<file path="config.mk">
export PLATFORM = sky130hd
export DESIGN_NAME = multicycle_control
export DESIGN_NICKNAME = d
export VERILOG_FILES = /design/src/rtl/ud_pkg.sv /design/src/rtl/ud_out_decode.sv /design/src/rtl/multicycle_control.sv
export SDC_FILE = /design/constraint.sdc
export NUM_CORES = 1
export LEC_CHECK = 0
export ABC_CLOCK_PERIOD_IN_PS = 2100
export CORE_ASPECT_RATIO = 1.2
export CORE_UTILIZATION = 39
export CTS_CLUSTER_SIZE = 8
export DETAILED_ROUTE_END_ITERATION = 16
export PLACE_DENSITY_LB_ADDON = 0.3
export SETUP_SLACK_MARGIN = 0.05
export SLEW_MARGIN = 0
export SYNTH_ARGS = -nofsm -noshare
export SYNTH_HDL_FRONTEND = slang
export SYNTH_SLANG_ARGS = --single-unit
</file>
<file path="constraint.sdc">
create_clock -name clk -period 2.1 [get_ports clk]
set_input_delay 0.63 -clock clk [delete_from_list [all_inputs] [get_ports clk]]
set_output_delay 0.63 -clock clk [all_outputs]
set_load 0.05 [all_outputs]
</file>
<file path="src/rtl/ud_pkg.sv">
// Shared encodings for the multicycle MIPS control unit: state codes, opcodes,
// ALU operation codes, ALU B-source selects and the per-state control word.
package ud_pkg;

  typedef enum logic [3:0] {
    S_FETCH  = 4'd0,
    S_DECODE = 4'd1,
    S_MEMADR = 4'd2,
    S_MEMRD  = 4'd3,
    S_MEMWB  = 4'd4,
    S_MEMWR  = 4'd5,
    S_EXEC   = 4'd6,
    S_ALUWB  = 4'd7,
    S_BRANCH = 4'd8,
    S_JUMP   = 4'd9,
    S_ADDIEX = 4'd10,
    S_ADDIWB = 4'd11
  } state_t;

  localparam logic [5:0] OP_RTYPE = 6'b000000;
  localparam logic [5:0] OP_LW    = 6'b100011;
  localparam logic [5:0] OP_SW    = 6'b101011;
  localparam logic [5:0] OP_BEQ   = 6'b000100;
  localparam logic [5:0] OP_J     = 6'b000010;
  localparam logic [5:0] OP_ADDI  = 6'b001000;

  localparam logic [2:0] ALU_ADD   = 3'b000;
  localparam logic [2:0] ALU_FUNCT = 3'b001;
  localparam logic [2:0] ALU_SUB   = 3'b010;

  localparam logic [1:0] SRCB_RT    = 2'b00;
  localparam logic [1:0] SRCB_FOUR  = 2'b01;
  localparam logic [1:0] SRCB_IMM   = 2'b10;
  localparam logic [1:0] SRCB_IMMSH = 2'b11;

  typedef struct packed {
    logic       pcWrite;
    logic       branch;
    logic       jump;
    logic       iorD;
    logic       memRead;
    logic       memWrite;
    logic       irWrite;
    logic       regDst;
    logic       memToReg;
    logic       regWrite;
    logic       aluSrcA;
    logic [1:0] aluSrcB;
    logic [2:0] aluOp;
    logic       instrDone;
  } ctrl_t;

endpackage

</file>
<file path="src/rtl/ud_out_decode.sv">
// State -> control-word map for the multicycle control unit; purely combinational.
// memReady only qualifies the FETCH PC update and the MEMWR completion pulse.
module ud_out_decode
  import ud_pkg::*;
(
  input  state_t curState,
  input  logic   memReady,
  output ctrl_t  ctrl
);

  always_comb begin
    ctrl = '0;
    case (curState)
      S_FETCH: begin
        ctrl.memRead = 1'b1;
        ctrl.irWrite = 1'b1;
        ctrl.aluSrcB = SRCB_FOUR;
        ctrl.aluOp   = ALU_ADD;
        ctrl.pcWrite = memReady;
      end
      S_DECODE: begin
        ctrl.aluSrcB = SRCB_IMMSH;
        ctrl.aluOp   = ALU_ADD;
      end
      S_MEMADR, S_ADDIEX: begin
        ctrl.aluSrcA = 1'b1;
        ctrl.aluSrcB = SRCB_IMM;
        ctrl.aluOp   = ALU_ADD;
      end
      S_MEMRD: begin
        ctrl.memRead = 1'b1;
        ctrl.iorD    = 1'b1;
      end
      S_MEMWB: begin
        ctrl.regWrite  = 1'b1;
        ctrl.memToReg  = 1'b1;
        ctrl.instrDone = 1'b1;
      end
      S_MEMWR: begin
        ctrl.memWrite  = 1'b1;
        ctrl.iorD      = 1'b1;
        ctrl.instrDone = memReady;
      end
      S_EXEC: begin
        ctrl.aluSrcA = 1'b1;
        ctrl.aluSrcB = SRCB_RT;
        ctrl.aluOp   = ALU_FUNCT;
      end
      S_ALUWB: begin
        ctrl.regWrite  = 1'b1;
        ctrl.regDst    = 1'b1;
        ctrl.instrDone = 1'b1;
      end
      S_BRANCH: begin
        ctrl.aluSrcA   = 1'b1;
        ctrl.aluSrcB   = SRCB_RT;
        ctrl.aluOp     = ALU_SUB;
        ctrl.branch    = 1'b1;
        ctrl.instrDone = 1'b1;
      end
      S_JUMP: begin
        ctrl.jump      = 1'b1;
        ctrl.pcWrite   = 1'b1;
        ctrl.instrDone = 1'b1;
      end
      S_ADDIWB: begin
        ctrl.regWrite  = 1'b1;
        ctrl.instrDone = 1'b1;
      end
      default: ctrl = '0;
    endcase
  end

endmodule

</file>
<file path="src/rtl/multicycle_control.sv">
// Multicycle MIPS control FSM: 3-5 cycles per instruction, outputs decoded from state.
// Stalls in FETCH/MEMRD/MEMWR while mem_ready is low; strobes held steady meanwhile.
module multicycle_control
  import ud_pkg::*;
#(
  parameter int OP_W    = 6,
  parameter int ALUOP_W = 3
) (
  input  logic               clk,
  input  logic               rst_n,
  input  logic [OP_W-1:0]    Op,
  input  logic               mem_ready,
  output logic               PCWrite,
  output logic               Branch,
  output logic               jump,
  output logic               IorD,
  output logic               MemToRead,
  output logic               MemToWrite,
  output logic               IRWrite,
  output logic               RegDst,
  output logic               MemToReg,
  output logic               RegWrite,
  output logic               ALUSrcA,
  output logic [1:0]         ALUSrcB,
  output logic [ALUOP_W-1:0] ALUOp,
  output logic               instr_done,
  output logic               illegal_op,
  output logic [3:0]         state
);

  state_t curState;
  state_t decodeTarget;
  logic   opKnown;
  logic   runFlag;
  ctrl_t  ctrl;
  ctrl_t  ctrlGated;

  always_comb begin
    opKnown = 1'b1;
    if (Op == OP_W'(OP_RTYPE))                          decodeTarget = S_EXEC;
    else if (Op == OP_W'(OP_LW) || Op == OP_W'(OP_SW)) decodeTarget = S_MEMADR;
    else if (Op == OP_W'(OP_BEQ))                       decodeTarget = S_BRANCH;
    else if (Op == OP_W'(OP_J))                         decodeTarget = S_JUMP;
    else if (Op == OP_W'(OP_ADDI))                      decodeTarget = S_ADDIEX;
    else begin
      decodeTarget = S_FETCH;
      opKnown      = 1'b0;
    end
  end

  // runFlag keeps every output quiet through reset and the first clock edge after it,
  // so FETCH strobes only appear once the FSM is actually sequencing.
  always_ff @(posedge clk or negedge rst_n) begin
    if (!rst_n) begin
      curState <= S_FETCH;
      runFlag  <= 1'b0;
    end else if (!runFlag) begin
      runFlag <= 1'b1;
    end else begin
      case (curState)
        S_FETCH:  if (mem_ready) curState <= S_DECODE;
        S_DECODE: curState <= decodeTarget;
        S_MEMADR: curState <= (Op == OP_W'(OP_SW)) ? S_MEMWR : S_MEMRD;
        S_MEMRD:  if (mem_ready) curState <= S_MEMWB;
        S_MEMWR:  if (mem_ready) curState <= S_FETCH;
        S_EXEC:   curState <= S_ALUWB;
        S_ADDIEX: curState <= S_ADDIWB;
        default:  curState <= S_FETCH;
      endcase
    end
  end

  ud_out_decode uOutDecode (
    .curState (curState),
    .memReady (mem_ready),
    .ctrl     (ctrl)
  );

  assign ctrlGated  = runFlag ? ctrl : '0;
  assign PCWrite    = ctrlGated.pcWrite;
  assign Branch     = ctrlGated.branch;
  assign jump       = ctrlGated.jump;
  assign IorD       = ctrlGated.iorD;
  assign MemToRead  = ctrlGated.memRead;
  assign MemToWrite = ctrlGated.memWrite;
  assign IRWrite    = ctrlGated.irWrite;
  assign RegDst     = ctrlGated.regDst;
  assign MemToReg   = ctrlGated.memToReg;
  assign RegWrite   = ctrlGated.regWrite;
  assign ALUSrcA    = ctrlGated.aluSrcA;
  assign ALUSrcB    = ctrlGated.aluSrcB;
  assign ALUOp      = ALUOP_W'(ctrlGated.aluOp);
  assign instr_done = ctrlGated.instrDone;
  assign illegal_op = runFlag && (curState == S_DECODE) && !opKnown;
  assign state      = curState;

endmodule

</file>
==> results of run 1 <==
[stage by stage]
step / worst slack (ps) / hold WS (ps) / std cells / instance area [um2] / TNS [ps]
global placement: -413 / 679 / 152 / 1470 / -1600
floorplan: -283 / 334 / 96 / 920 / -881
[cells by family after synthesis]
kind of cell / Yosys count / share of synthesized area
buf+inv: 13 / 0.0949
compound gates: 24 / 0.256
other cells: 2 / 0.0114
simple gates: 48 / 0.395
flops: 5 / 0.190
xor+xnor: 4 / 0.0531
[Yosys cell counts, drive strengths merged]
cell type | number | share of area
o221ai | 1 | 0.040
conb | 2 | 0.011
xnor2 | 2 | 0.027
or4 | 1 | 0.011
dfrtp | 5 | 0.19
o21ai | 7 | 0.053
nor4b | 2 | 0.027
nor2 | 10 | 0.057
nor3 | 9 | 0.068
nor4 | 2 | 0.019
or4b | 1 | 0.021
a22o | 2 | 0.027
a21oi | 5 | 0.038
nand2b | 3 | 0.028
nand2 | 8 | 0.046
and3 | 1 | 0.0095
nand4 | 3 | 0.028
inv | 2 | 0.011
a2bb2oi | 1 | 0.013
nor3b | 1 | 0.011
o21a | 3 | 0.034
o31ai | 1 | 0.011
xor2 | 2 | 0.027
or3 | 1 | 0.0095
or2 | 1 | 0.0095
o211ai | 1 | 0.011
clkbuf | 6 | 0.034
buf | 5 | 0.049
nand3 | 3 | 0.023
a31oi | 1 | 0.0095
o22ai | 2 | 0.019
and4 | 2 | 0.027
==> impl_metrics.py, run 1 <==
metrics = {
    "status": {
        "failing_step": "3_5_place_dp",
        "firstError": "[ERROR DPL-0033] detailed placement checks failed during check placement.",
        "status": "stopped before the end",
    },
    "die": {
        "die_h_um": 47.0,
        "initial_utilization": 0.439,
        "rows": 15,
        "io_pins": 31,
        "die_x_um": 39.5,
    },
    "yosys": {
        "syn_area_um2": 659,
        "synth_cells": 96,
        "ys_warn_count": 0,
        "ys_seq_area_frac": 0.190,
        "synth_cell_types": 35,
        "syn_area_per_cell_um2": 6.87,
        "synth_nets": 105,
        "ys_ff_latch": 5,
    },
    "placement": {
        "dp_hpwl_um": 2790,
        "io_buffers": 29,
        "gp_congestion": 0.904,
    },
}
==> run 2: changes to the inputs <==
Settings changed: CORE_AREA set to 2 2 63 65, CORE_ASPECT_RATIO 1.2 to unset, CORE_UTILIZATION 39 to unset, CTS_CLUSTER_SIZE 8 to unset, DIE_AREA set to 0 0 65 67, PLACE_DENSITY_LB_ADDON 0.3 to 0.15, SETUP_SLACK_MARGIN 0.05 to unset.
==> run 2 against run 1 <==
The flow now finishes, with violations (negative setup slack). Area after synthesis did not move. Synthesized cell count did not move.
==> impl_metrics.py, run 2 <==
metrics = {
    "status": {
        "status": "finished with violations",
        "violations": "negative setup slack",
    },
    "yosys": {
        "ys_warn_count": 0,
        "synthMuxAreaShare": 0,
        "synth_top_cell_by_area": "dfrtp_1",
        "ys_top_cells_by_count": "nor2_1, nor3_1, nand2_1, o21ai_0, clkbuf_1",
        "async_flop_share": 1.00,
        "synthTopCellsByArea": "dfrtp_1, nor3_1, nor2_1",
        "synth_xor_area_frac": 0.0531,
        "yosys.area_share.simple": 0.395,
        "ys_ff_latch": 5,
        "synth-edff-count": 0,
        "synthFlopType": "dfrtp_1",
        "synth_nets": 105,
        "ys_seq_area_frac": 0.190,
        "synth_compound_area_frac": 0.256,
        "synth_top_cell_area_share": 0.190,
        "syn_area_um2": 659,
        "synth_top_family_by_area": "simple AND/OR/NAND/NOR gates",
        "synth_fa_ha_area_frac": 0,
        "synth_cells": 96,
        "syn_area_per_cell_um2": 6.87,
        "synth_most_common_cell": "nor2_1",
        "synth_cell_types": 35,
    },
    "die": {
        "initial_utilization": 0.183,
        "die_area_um2": 4360,
        "io_pins": 31,
        "core_area_um2": 3610,
        "rows": 22,
        "die_x_um": 65,
        "die_h_um": 67,
    },
    "min_path": {
        "hold_path.class": "primary input to async pin",
    },
    "placement": {
        "placed_cells": 185,
        "dpl_worst_slack_ps": -490,
        "gp_congestion": 0.721,
        "dp_hpwl_um": 1870,
        "io_buffers": 29,
    },
    "sta": {
        "final_max_slew_viol_count": 0,
        "final.setup.worst_slack_ps": -51.0,
        "setup_viol": 1,
        "whs_ps": 628,
        "post-route-period-util": 1.02,
        "hold_violations": 0,
        "rsz0062_at_grt": "yes",
        "skew_ps": 1.17,
        "fin_crit_ps": 2150,
        "fmax_mhz": 465,
    },
    "detailed_routing": {
        "vias_per_cell": 4.54,
        "wl_um": 2430,
        "drtIter0Drc": 15,
        "firstDrtPassIters": 3,
        "drc": 0,
        "ant_nets": 0,
        "wl_per_cell_um": 12.2,
        "vias": 903,
    },
    "clocking": {
        "cts_buffers": 3,
        "clk_latency_ps": 220,
        "clock_path_buffers": 2,
        "htreeDepth": 1,
        "cts_root_buf": "clkbuf_8",
        "path_clk_slew_ps": 30,
        "cts.sinks": 5,
        "cts_tree": "built",
        "cts_hold_buf": 0,
    },
    "power_and_ir_drop": {
        "internal_power_mw": 0.814,
        "p_sw_mw": 0.727,
        "power_density_nw_per_um2": 894,
        "power_frac_comb": 0.779,
        "swShare": 0.472,
        "power_frac_seq": 0.109,
        "p_leak_nw": 0.635,
        "pwr-share-clk": 0.112,
        "ir_drop_uv": 404,
        "p_total_mw": 1.54,
    },
    "worst_setup_path": {
        "cp-end-kind": "output port",
        "cp-start-kind": "primary input",
        "required_ps": 1470,
        "critPathArrivalTime_ps": 1520,
        "critPathKind": "primary input to output port",
        "worst-path-max-fanout": 4,
    },
    "final_layout": {
        "fin_util": 0.478,
        "seqCellArea_um2": 130,
        "fin_nets": 161,
        "areaGrowthSynthToFinish_pct": 161,
        "fillCellCount": 347,
        "num_antenna_cells": 0,
        "largest_register_ffs": 4,
        "layout_commonest_cell": "buf_4",
        "final_cell_mix": "buf_4, buf_12, nor3_4, nand2_1, nor2_1",
        "layout.cells.non_filler": 199,
        "drive_above_1_share": 0.669,
        "multi_input_area_um2": 714,
    },
    "global_route": {
        "grt_overflow": 0,
        "track_usage": 0.119,
        "grt_pass1_vias": 945,
        "grt_max_degree": 17,
        "grt_pass1_wl_um": 4110,
        "antenna_found_initial": 0,
    },
    "flow_run": {
        "maxCapViolations": 0,
    },
}
-- run 2: timing repair --
action,CTS,global route
setup buffers,7,4
pin swaps,6,8
resized for setup,18,38
endpoints found under the setup margin,6,11
-- run 2: worst paths after layout --
| check | startpoint | end | slack (ps) | cells after the start |
|---|---|---|---|---|
| max | Op[3] | illegal_op | -50 | 5 |
| min | rst_n | runFlag$_DFF_PN0_ | 630 | 1 |
| max reg2reg | state[0]$_DFFE_PN0P_ | state[2]$_DFFE_PN0P_ | 330 | 5 |
| min reg2reg | state[3]$_DFFE_PN0P_ | state[3]$_DFFE_PN0P_ | 750 | 3 |
| max in group asynchronous | rst_n | state[2]$_DFFE_PN0P_ | 1280 | 1 |
| min in group clk | state[3]$_DFFE_PN0P_ | state[3]$_DFFE_PN0P_ | 750 | 3 |
-- run 2: kinds of logic after synthesis --
logic type	Yosys count
other	2
AOI/OAI and AO/OA	24
and+or+nand+nor	48
buffers and inverters	13
xor gates and xnor gates	4
DFF	5
-- run 2: layer usage --
layer | vias to the layer above | wire length [um] | track usage
met4 | 0 | 10 | 0.0160
met2 | 20 | 1350 | 0.235
li1 | 456 | - | -
met1 | 425 | 953 | 0.133
met5 | - | 0 | 0
met3 | 2 | 114 | 0.0220
-- run 2: power by group through the flow --
stage | combinational [mW] | sequential [mW] | clock, mW
2_1_floorplan | 0.662 | 0.201 | 0
3_3_place_gp | 1.10 | 0.168 | 0
3_5_place_dp | 1.10 | 0.171 | 0
4_1_cts | 1.13 | 0.172 | 0.173
5_1_grt | 1.27 | 0.172 | 0.186
6_report | 1.20 | 0.168 | 0.172
-- run 2: through the flow --
step	area (um2)	setup TNS (ps)
floorplan	880	-917
detailed placement	1500	-1840
CTS	1630	-245
global route	1720	-114
global placement	1500	-1850
finish	1720	-51.0
-- run 2: area by class of cell --
cell class	instances	share of cell area
inverter	2	0.00436
multi-input combinational	78	0.415
tap	48	0.0349
timing repair buffer	62	0.444
sequential	5	0.0755
clock buffer	4	0.0261
-- run 2: critical path: stages --
cell	delay [ps]
buf_8	110
xor2_2	160
o211ai_1	210
and4_4	270
buf_12	130
No activity file was read; power rests on OpenSTA's default activity.
